==> src/rtl/fetch_queue.sv <==
// Fetch stage with a DEPTH-entry instruction queue: owns the fetch PC, issues
// sequential ibus requests, buffers responses and drains them to decode.
module fetch_queue #(
    parameter int          DEPTH    = 4,
    parameter logic [63:0] RESET_PC = 64'h8000_0000
) (
    input  logic                     clk,
    input  logic                     reset,
    output logic                     ireq_valid,
    output logic [63:0]              ireq_addr,
    input  logic                     iresp_data_ok,
    input  logic [31:0]              iresp_data,
    input  logic                     redirect,
    input  logic [63:0]              redirect_pc,
    output logic                     out_valid,
    input  logic                     out_ready,
    output logic [63:0]              out_data_pc,
    output logic [31:0]              out_data_instr,
    output logic                     out_data_valid,
    output logic [$clog2(DEPTH):0]   count,
    output logic                     imem_wait
);
    localparam int PTR_W = $clog2(DEPTH);
    localparam int CNT_W = PTR_W + 1;

    typedef enum logic {FETCH, DISCARD} state_t;

    state_t             state_reg, state_next;
    logic [63:0]        fetch_pc_reg, fetch_pc_next;
    logic [63:0]        discard_addr_reg, discard_addr_next;
    logic [PTR_W-1:0]   head_reg, head_next;
    logic [PTR_W-1:0]   tail_reg, tail_next;
    logic [CNT_W-1:0]   count_reg, count_next;

    logic [63:0]        pc_mem    [DEPTH];
    logic [31:0]        instr_mem [DEPTH];

    logic push, pop;

    // Asynchronous head read: a response sampled at edge N must be visible at cycle N+1.
    generate
        for (genvar gi = 0; gi < DEPTH; gi++) begin : g_entry
            always_ff @(posedge clk) begin
                if (push && (tail_reg == PTR_W'(gi))) begin
                    pc_mem[gi]    <= fetch_pc_reg;
                    instr_mem[gi] <= iresp_data;
                end
            end
        end
    endgenerate

    always_comb begin
        ireq_valid = 1'b0;
        ireq_addr  = '0;
        if (reset) begin
            if (state_reg == DISCARD) begin
                ireq_valid = 1'b1;
                ireq_addr  = discard_addr_reg;
            end else begin
                ireq_valid = (count_reg < CNT_W'(DEPTH)) && (fetch_pc_reg != '0);
                ireq_addr  = fetch_pc_reg;
            end
        end
    end

    assign push = (state_reg == FETCH) && ireq_valid && iresp_data_ok && !redirect;
    assign pop  = out_valid && out_ready && !redirect;

    always_comb begin
        state_next        = state_reg;
        fetch_pc_next     = fetch_pc_reg;
        discard_addr_next = discard_addr_reg;
        head_next         = head_reg;
        tail_next         = tail_reg;
        count_next        = count_reg;
        if (redirect) begin
            head_next     = '0;
            tail_next     = '0;
            count_next    = '0;
            fetch_pc_next = redirect_pc;
            if (state_reg == FETCH) begin
                // An accepted-but-unanswered request must still be held until its data_ok.
                if (ireq_valid && !iresp_data_ok) begin
                    discard_addr_next = ireq_addr;
                    state_next        = DISCARD;
                end
            end else if (iresp_data_ok) begin
                state_next = FETCH;
            end
        end else begin
            if ((state_reg == DISCARD) && iresp_data_ok)
                state_next = FETCH;
            if (push) begin
                tail_next     = tail_reg + PTR_W'(1);
                fetch_pc_next = fetch_pc_reg + 64'd4;
            end
            if (pop)
                head_next = head_reg + PTR_W'(1);
            if (push && !pop)
                count_next = count_reg + CNT_W'(1);
            else if (pop && !push)
                count_next = count_reg - CNT_W'(1);
        end
    end

    always_ff @(posedge clk) begin
        if (!reset) begin
            state_reg        <= FETCH;
            fetch_pc_reg     <= RESET_PC;
            discard_addr_reg <= '0;
            head_reg         <= '0;
            tail_reg         <= '0;
            count_reg        <= '0;
        end else begin
            state_reg        <= state_next;
            fetch_pc_reg     <= fetch_pc_next;
            discard_addr_reg <= discard_addr_next;
            head_reg         <= head_next;
            tail_reg         <= tail_next;
            count_reg        <= count_next;
        end
    end

    assign count          = count_reg;
    assign out_valid      = (count_reg != '0);
    assign out_data_valid = out_valid;
    assign out_data_pc    = out_valid ? pc_mem[head_reg]    : '0;
    assign out_data_instr = out_valid ? instr_mem[head_reg] : '0;

    always_comb begin
        imem_wait = 1'b0;
        if (reset) begin
            if (state_reg == DISCARD)
                imem_wait = (count_reg == '0);
            else
                imem_wait = ireq_valid && !iresp_data_ok && (count_reg == '0);
        end
    end
endmodule

==> config.mk <==
export PLATFORM = sky130hd
export DESIGN_NAME = fetch_queue
export DESIGN_NICKNAME = d
export VERILOG_FILES = /design/src/rtl/fetch_queue.sv
export SDC_FILE = /design/constraint.sdc
export NUM_CORES = 1
export LEC_CHECK = 0
export ABC_CLOCK_PERIOD_IN_PS = 12200
export CORE_MARGIN = 4
export CORE_UTILIZATION = 60
export CTS_BUF_LIST = sky130_fd_sc_hd__clkbuf_8
export CTS_CLUSTER_SIZE = 12
export DETAILED_ROUTE_END_ITERATION = 10
export PLACE_DENSITY = 0.95
export SETUP_SLACK_MARGIN = 0.05
export SYNTH_ARGS = -nofsm -noshare
export SYNTH_HDL_FRONTEND = slang
export SYNTH_SLANG_ARGS = --single-unit
==> constraint.sdc <==
create_clock -name clk -period 12.2 [get_ports clk]
set_clock_uncertainty 0.2 [all_clocks]
set_input_delay 1.22 -clock clk [delete_from_list [all_inputs] [get_ports clk]]
set_output_delay 1.22 -clock clk [all_outputs]
set_load 0.1 [all_outputs]
Yosys cells after proc, flatten, opt, wreduce, memory -nomap -nowiden
Memories as Yosys holds them, arrays and structs flattened. A register that Yosys moved wholly into a read port is not among the register bits.
Index checks and enable logic that the tools add are counted.
{ "totals": {"out_inout_bits": 167, "in_bits": 101, "ff_bits": 136, "memories": 2, "latch_bits": 0, "word_cells": 100, "ram_bits": 384, "rom_bits": 0} }
{ "op_classes": {"n_eq_ne": 3, "bitwise_logic": 2, "reduce_logical": 34, "multipliers": 0, "n_shift": 0, "n_mux": 47, "n_lt_le_gt_ge": 1, "n_addsub": 5, "div_mod_pow": 0} }
{ "mem_list": {"columns": ["memory", "words", "word_bits", "rd", "rd_ports_with_merged_regs", "wr", "line_no", "rtl"], "rows": [
  ["pc_mem", 4, 64, 1, 1, 1, "35", "logic [63:0] pc_mem [DEPTH];"],
  ["instr_mem", 4, 32, 1, 1, 1, "36", "logic [31:0] instr_mem [DEPTH];"]
]} }
{ "ops": {"columns": ["cell", "count"], "rows": [
  ["$mux W64", 8],
  ["$reduce_or A64 Y1", 3],
  ["$mux W32", 4],
  ["$reduce_or A32 Y1", 3],
  ["$add A64 B3 Y64 const B", 1],
  ["$reduce_bool A64 Y1", 1],
  ["$mux W1", 23],
  ["$mux W2", 10],
  ["$logic_and A1 B1 Y1", 15],
  ["$mux W3", 2],
  ["$reduce_bool A2 Y1", 3],
  ["$add A2 B1 Y2 const B", 2],
  ["$eq A2 B2 Y1 const B", 2],
  ["$logic_not A1 Y1", 4],
  ["$add A3 B1 Y3 const B", 1],
  ["$logic_not A3 Y1", 1],
  ["$lt A3 B3 Y1 const B", 1],
  ["$reduce_and A3 Y1", 1],
  ["$reduce_bool A3 Y1", 1],
  ["$sub A3 B1 Y3 const B", 1],
  ["$eq A2 B1 Y1 const B", 1],
  ["$logic_not A2 Y1", 1],
  ["$not A1 Y1", 2],
  ["$reduce_or A2 Y1", 1]
]} }

Logic depth before layout (Yosys ltp)
{ "depth": {"word_depth": 14, "ltp_mapped": 13} }

Worst setup path after synthesis
OpenSTA, ideal clock, no wires.
{ "synth_path": {"kind": "register to output", "from": "register count_reg[0] (netlist: count[0])", "to": "output port imem_wait", "t_required_ns": 10.780, "t_arrival_ns": 4.219, "stages_incl_launch_ff": 5, "path_slack_ns": 6.561, "path_buffers": 2, "cell_sequence": "dfxtp_1 -> or3_1 -> clkbuf_1 -> clkbuf_1 -> nor3_1"} }
{ "synth_via": {"elab_chain_cells": 8} }
{ "synth_rtl": {"columns": ["item", "line_no", "rtl"], "rows": [
  ["start: declaration", "33", "logic [CNT_W-1:0] count_reg, count_next;"],
  ["start signal: assignment", "120", "count_reg <= count_next;"],
  ["$lt A3 B3 Y1", "60", "ireq_valid = (count_reg < CNT_W'(DEPTH)) && (fetch_pc_reg != '0);"],
  ["$logic_and A1 B1 Y1", "60", null],
  ["$mux W1", "56", "if (state_reg == DISCARD) begin"],
  ["$mux W1", "55", "if (reset) begin"],
  ["$logic_and A1 B1 Y1 (2 in series)", "136", "imem_wait = ireq_valid && !iresp_data_ok && (count_reg == '0);"],
  ["$mux W1 *", "133", "if (state_reg == DISCARD)"],
  ["$mux W1 *", "132", "if (reset) begin"],
  ["end: declaration", "21", "output logic imem_wait"]
]} }
Mark *: on every way between the ends. The rest lies on a longest branch, timed or not.

Worst setup path in the final report
{ "layout_path": {"from": "register fetch_pc_reg[5]", "to": "output port imem_wait"} }
{ "layout_via": {"elab_chain_cells": 8} }
{ "layout_rtl": {"columns": ["item", "line_no", "rtl"], "rows": [
  ["start: declaration", "29", "logic [63:0] fetch_pc_reg, fetch_pc_next;"],
  ["start signal: assignment", "116", "fetch_pc_reg <= fetch_pc_next;"],
  ["$reduce_bool A64 Y1", "60", null],
  ["$logic_and A1 B1 Y1", "60", null],
  ["$mux W1", "56", null],
  ["$mux W1", "55", null],
  ["$logic_and A1 B1 Y1 (2 in series)", "136", null],
  ["$mux W1", "133", null],
  ["$mux W1", "132", null]
]} }
No other way between the ends.

==> summary.txt <==
Status
  • Run status: complete, no violations

Yosys
  • Mean post-synth cell area: about 14 µm²
  • Post-synth net total: around 1600
  • Synthesized netlist cell count: roughly 1500
  • Cell with the most instances after synthesis: edfxtp_1
  • Number of storage elements in the synthesis netlist: about 520
  • Commonest register cell after synthesis: edfxtp_1
  • Number of distinct standard cells referenced by the synthesized netlist: 44
  • Post-synth EDFFs: ~380
  • Fraction of registers with async set/reset: 0%
  • Netlist Area Pre-Place: 21800 µm²
  • Share of the yosys chip area belonging to registers: 65.6%
  • Warning count from the yosys run: 0
  • Most instantiated cells after synthesis: edfxtp_1 (384), dfxtp_1 (138), and2_1 (100), nor2_1 (97), mux4_2 (96)
  • Area leader, netlist: edfxtp_1
  • Synth area leaders: edfxtp_1 (53%), dfxtp_1 (13%), mux4_2 (9.9%), mux2i_1 (3.1%), and2_1 (2.9%)
  • Area share of the largest cell type after synthesis: between 50% and 60%

Job
  • Max-cap violation count: 0

Worst setup path
  • Origin of the worst setup path: fetch_pc_reg[5]
  • CP Capture Type: primary output
  • Worst reg2reg path startpoint: state_reg
  • Critical path peak fanout: 16
  • Sort of element at the start of the critical path: register
  • Critical path type: reg -> out
  • Data arrival time at the worst-slack endpoint: 4.29 ns
  • Required time of the critical path: ~11 ns

Routing
  • DRC viols: 0
  • First DRT Iteration DRCs: 1687
  • Antenna-violating nets left: 0
  • Iteration count of the initial detailed-routing pass: 7
  • Routed vias/inst: between 6 and 7
  • Total number of vias: around 15000
  • Post-detailed-routing wire length: between 50000 and 60000 µm
  • Average wire per standard cell: approximately 25 µm

Placed design
  • Gpl congestion: approximately 0.9
  • Buffers added on ports: ~270
  • Hpwl dp: 35300 µm

Timing
  • Relative max-transition margin: roughly 22%
  • Worst Max-Slew Pin Slew: between 1 and 1.5 ns
  • Max-slew violation count: 0
  • Setup violations, final: 0
  • Total negative slack: 0 ns
  • Unrepaired setup endpoints after global routing: false
  • Final Hold Viols: 0
  • Final worst path period share: a little under half
  • Shortest period the worst path allows: ~5.7 ns
  • Worst hold slack: around 0.27 ns
  • Top achievable clock speed: 175 MHz

Die
  • Number of rows in the core area: between 60 and 70
  • Effective utilization at floorplan: between 60 and 70%
  • Y dimension of the die: just under 200 µm
  • Boundary pin count: 268
  • Floorplan Core Area: around 36000 µm²
  • Width of the chip: 199 µm
  • Die Footprint: slightly below 40000 µm²

GRT
  • Number of antenna violations at the first check in global routing: 3
  • First-pass GRT wire length: around 87000 µm
  • Maximum number of pins on one net before global-route repair: 82
  • Via count of the first global-routing pass: ~15000
  • Aggregate global-route resource usage: ~29%
  • Global route overflow: 0

Worst hold path
  • Hold Crit Start: discard_addr_reg[13]
  • Class of the tightest hold or removal check: reg -> reg

CTS
  • Htree depth: 3
  • Clock tree from TritonCTS: done
  • Clock buffer depth: 3
  • Clock root buffer: clkbuf_8
  • Clock sinks: roughly 520
  • Setup repair bufs after CTS: 0
  • Number of cells upsized or downsized after cts: 0
  • Clock latency on the worst-skew pair: about 0.61 ns
  • Hold buffer count at CTS: 0
  • Num CTS Buffers: approximately 80
  • Clock transition at the registers of the reported paths: 0.06 ns

Power
  • IR drop worst, VDD: approximately 130 µV
  • Total power density per cell area: ~150 nW/µm²
  • Static Leak: between 8 and 9 nW

Layout
  • Area Growth Syn to Fin: 20.7%
  • Core Util, Final: about three quarters
  • Fraction of layout cells with a size suffix above 1: between 10% and 20%
  • Largest registers: pc_mem (256), instr_mem (128)
  • Count of nets after finishing: ~1900
  • Number of flip-flops in the largest register: about 260
  • Top register by number of flip-flops: pc_mem
through the flow:
stage / instance area (µm²) / instances / power, mW / worst slack [ns]
after floorplan: 21800 / 1524 / 2.33 / 6.56
after global placement: 24800 / 2153 / 2.46 / 6.86
after detailed placement: 24800 / 2153 / 2.48 / 6.72
after CTS: 26300 / 2303 / 3.83 / 6.61
after global routing: 26300 / 2303 / 3.95 / 6.42
final: 26300 / 2304 / 3.82 / 6.49
power by group:
group          internal, mW  switching (mW)  total, mW
sequential             1.94          0.0566       2.00
clock                 0.717           0.656       1.37
combinational         0.129           0.319      0.447
worst max-delay path: stages (launching register included):
cell and delay [ns]:
dfxtp_1 0.43, nor4_1 0.62, nand4_1 0.30, nor4_4 0.83, nor3_1 0.22, nor2_1 0.20
nor3_1 0.07, clkdlybuf4s50_1 1.01
area by class of cell:
type | count | area [µm²]
clock inverter | 57 | 259
sequential | 522 | 14300
clock buffer | 93 | 1280
fill | 2133 | 9440
multi-input combinational | 870 | 7020
timing repair buffer | 283 | 2790
inverter | 17 | 66.3
tap | 461 | 577
antenna | 1 | 2.50
cell families (layout without fill, tap and decap cells):
| group | after synthesis | in the layout | share of synthesized area [%] |
|---|---|---|---|
| flops | 522 | 522 | 65.6 |
| simple gates | 444 | 444 | 10.9 |
| compound gates | 203 | 203 | 5.62 |
| mux | 163 | 163 | 13.0 |
| buf+inv | 132 | 450 | 2.37 |
| xor+xnor | 52 | 52 | 2.09 |
| fa+ha+maj | 8 | 8 | 0.494 |
| other cells | 0 | 1 | 0 |
metal layers:
metal	routed length, µm	part of all wire [%]	vias to the layer above	track usage (%)
met5	38	0.067	-	0
met3	6630	12	180	7.66
met2	27300	48	985	46.1
li1	-	-	6388	-
met1	20900	37	7338	38.2
met4	2020	3.5	6	10.3
cells in the final DEF (no fill, tap or decap), types with 2 or more instances in the layout:
cell / count
edfxtp_1: 384
clkdlybuf4s50_1: 266
dfxtp_1: 135
and2_1: 100
nor2_1: 97
mux4_2: 96
nand3_1: 94
clkbuf_8: 93
o31ai_1: 71
mux2i_1: 67
o21ai_0: 66
a21oi_1: 51
inv_1: 49
xnor2_1: 46
nor3_1: 34
nand2_1: 29
nor4_1: 26
nand4_1: 23
buf_4: 17
clkinv_1: 11
a31oi_1: 10
clkinv_2: 9
ha_1: 7
or3_1: 6
xor2_1: 6
or4_1: 5
and3_1: 5
nor4b_1: 4
and3_4: 4
and4_1: 3
dfxtp_4: 3
nand2b_1: 2
or3_4: 2
a311oi_1: 2
nor4bb_1: 2
nor3b_1: 2
clkinvlp_4: 2
worst paths after layout:
path	endpoint	slack [ns]	cells past startpoint
worst max-delay path	imem_wait	6.49	7
worst min-delay path	discard_addr_reg[13]	0.27	2
worst min register to register	discard_addr_reg[13]	0.27	2
worst max register to register	pc_mem[0][55]	7.73	6
(Power assumes the default switching activity.)
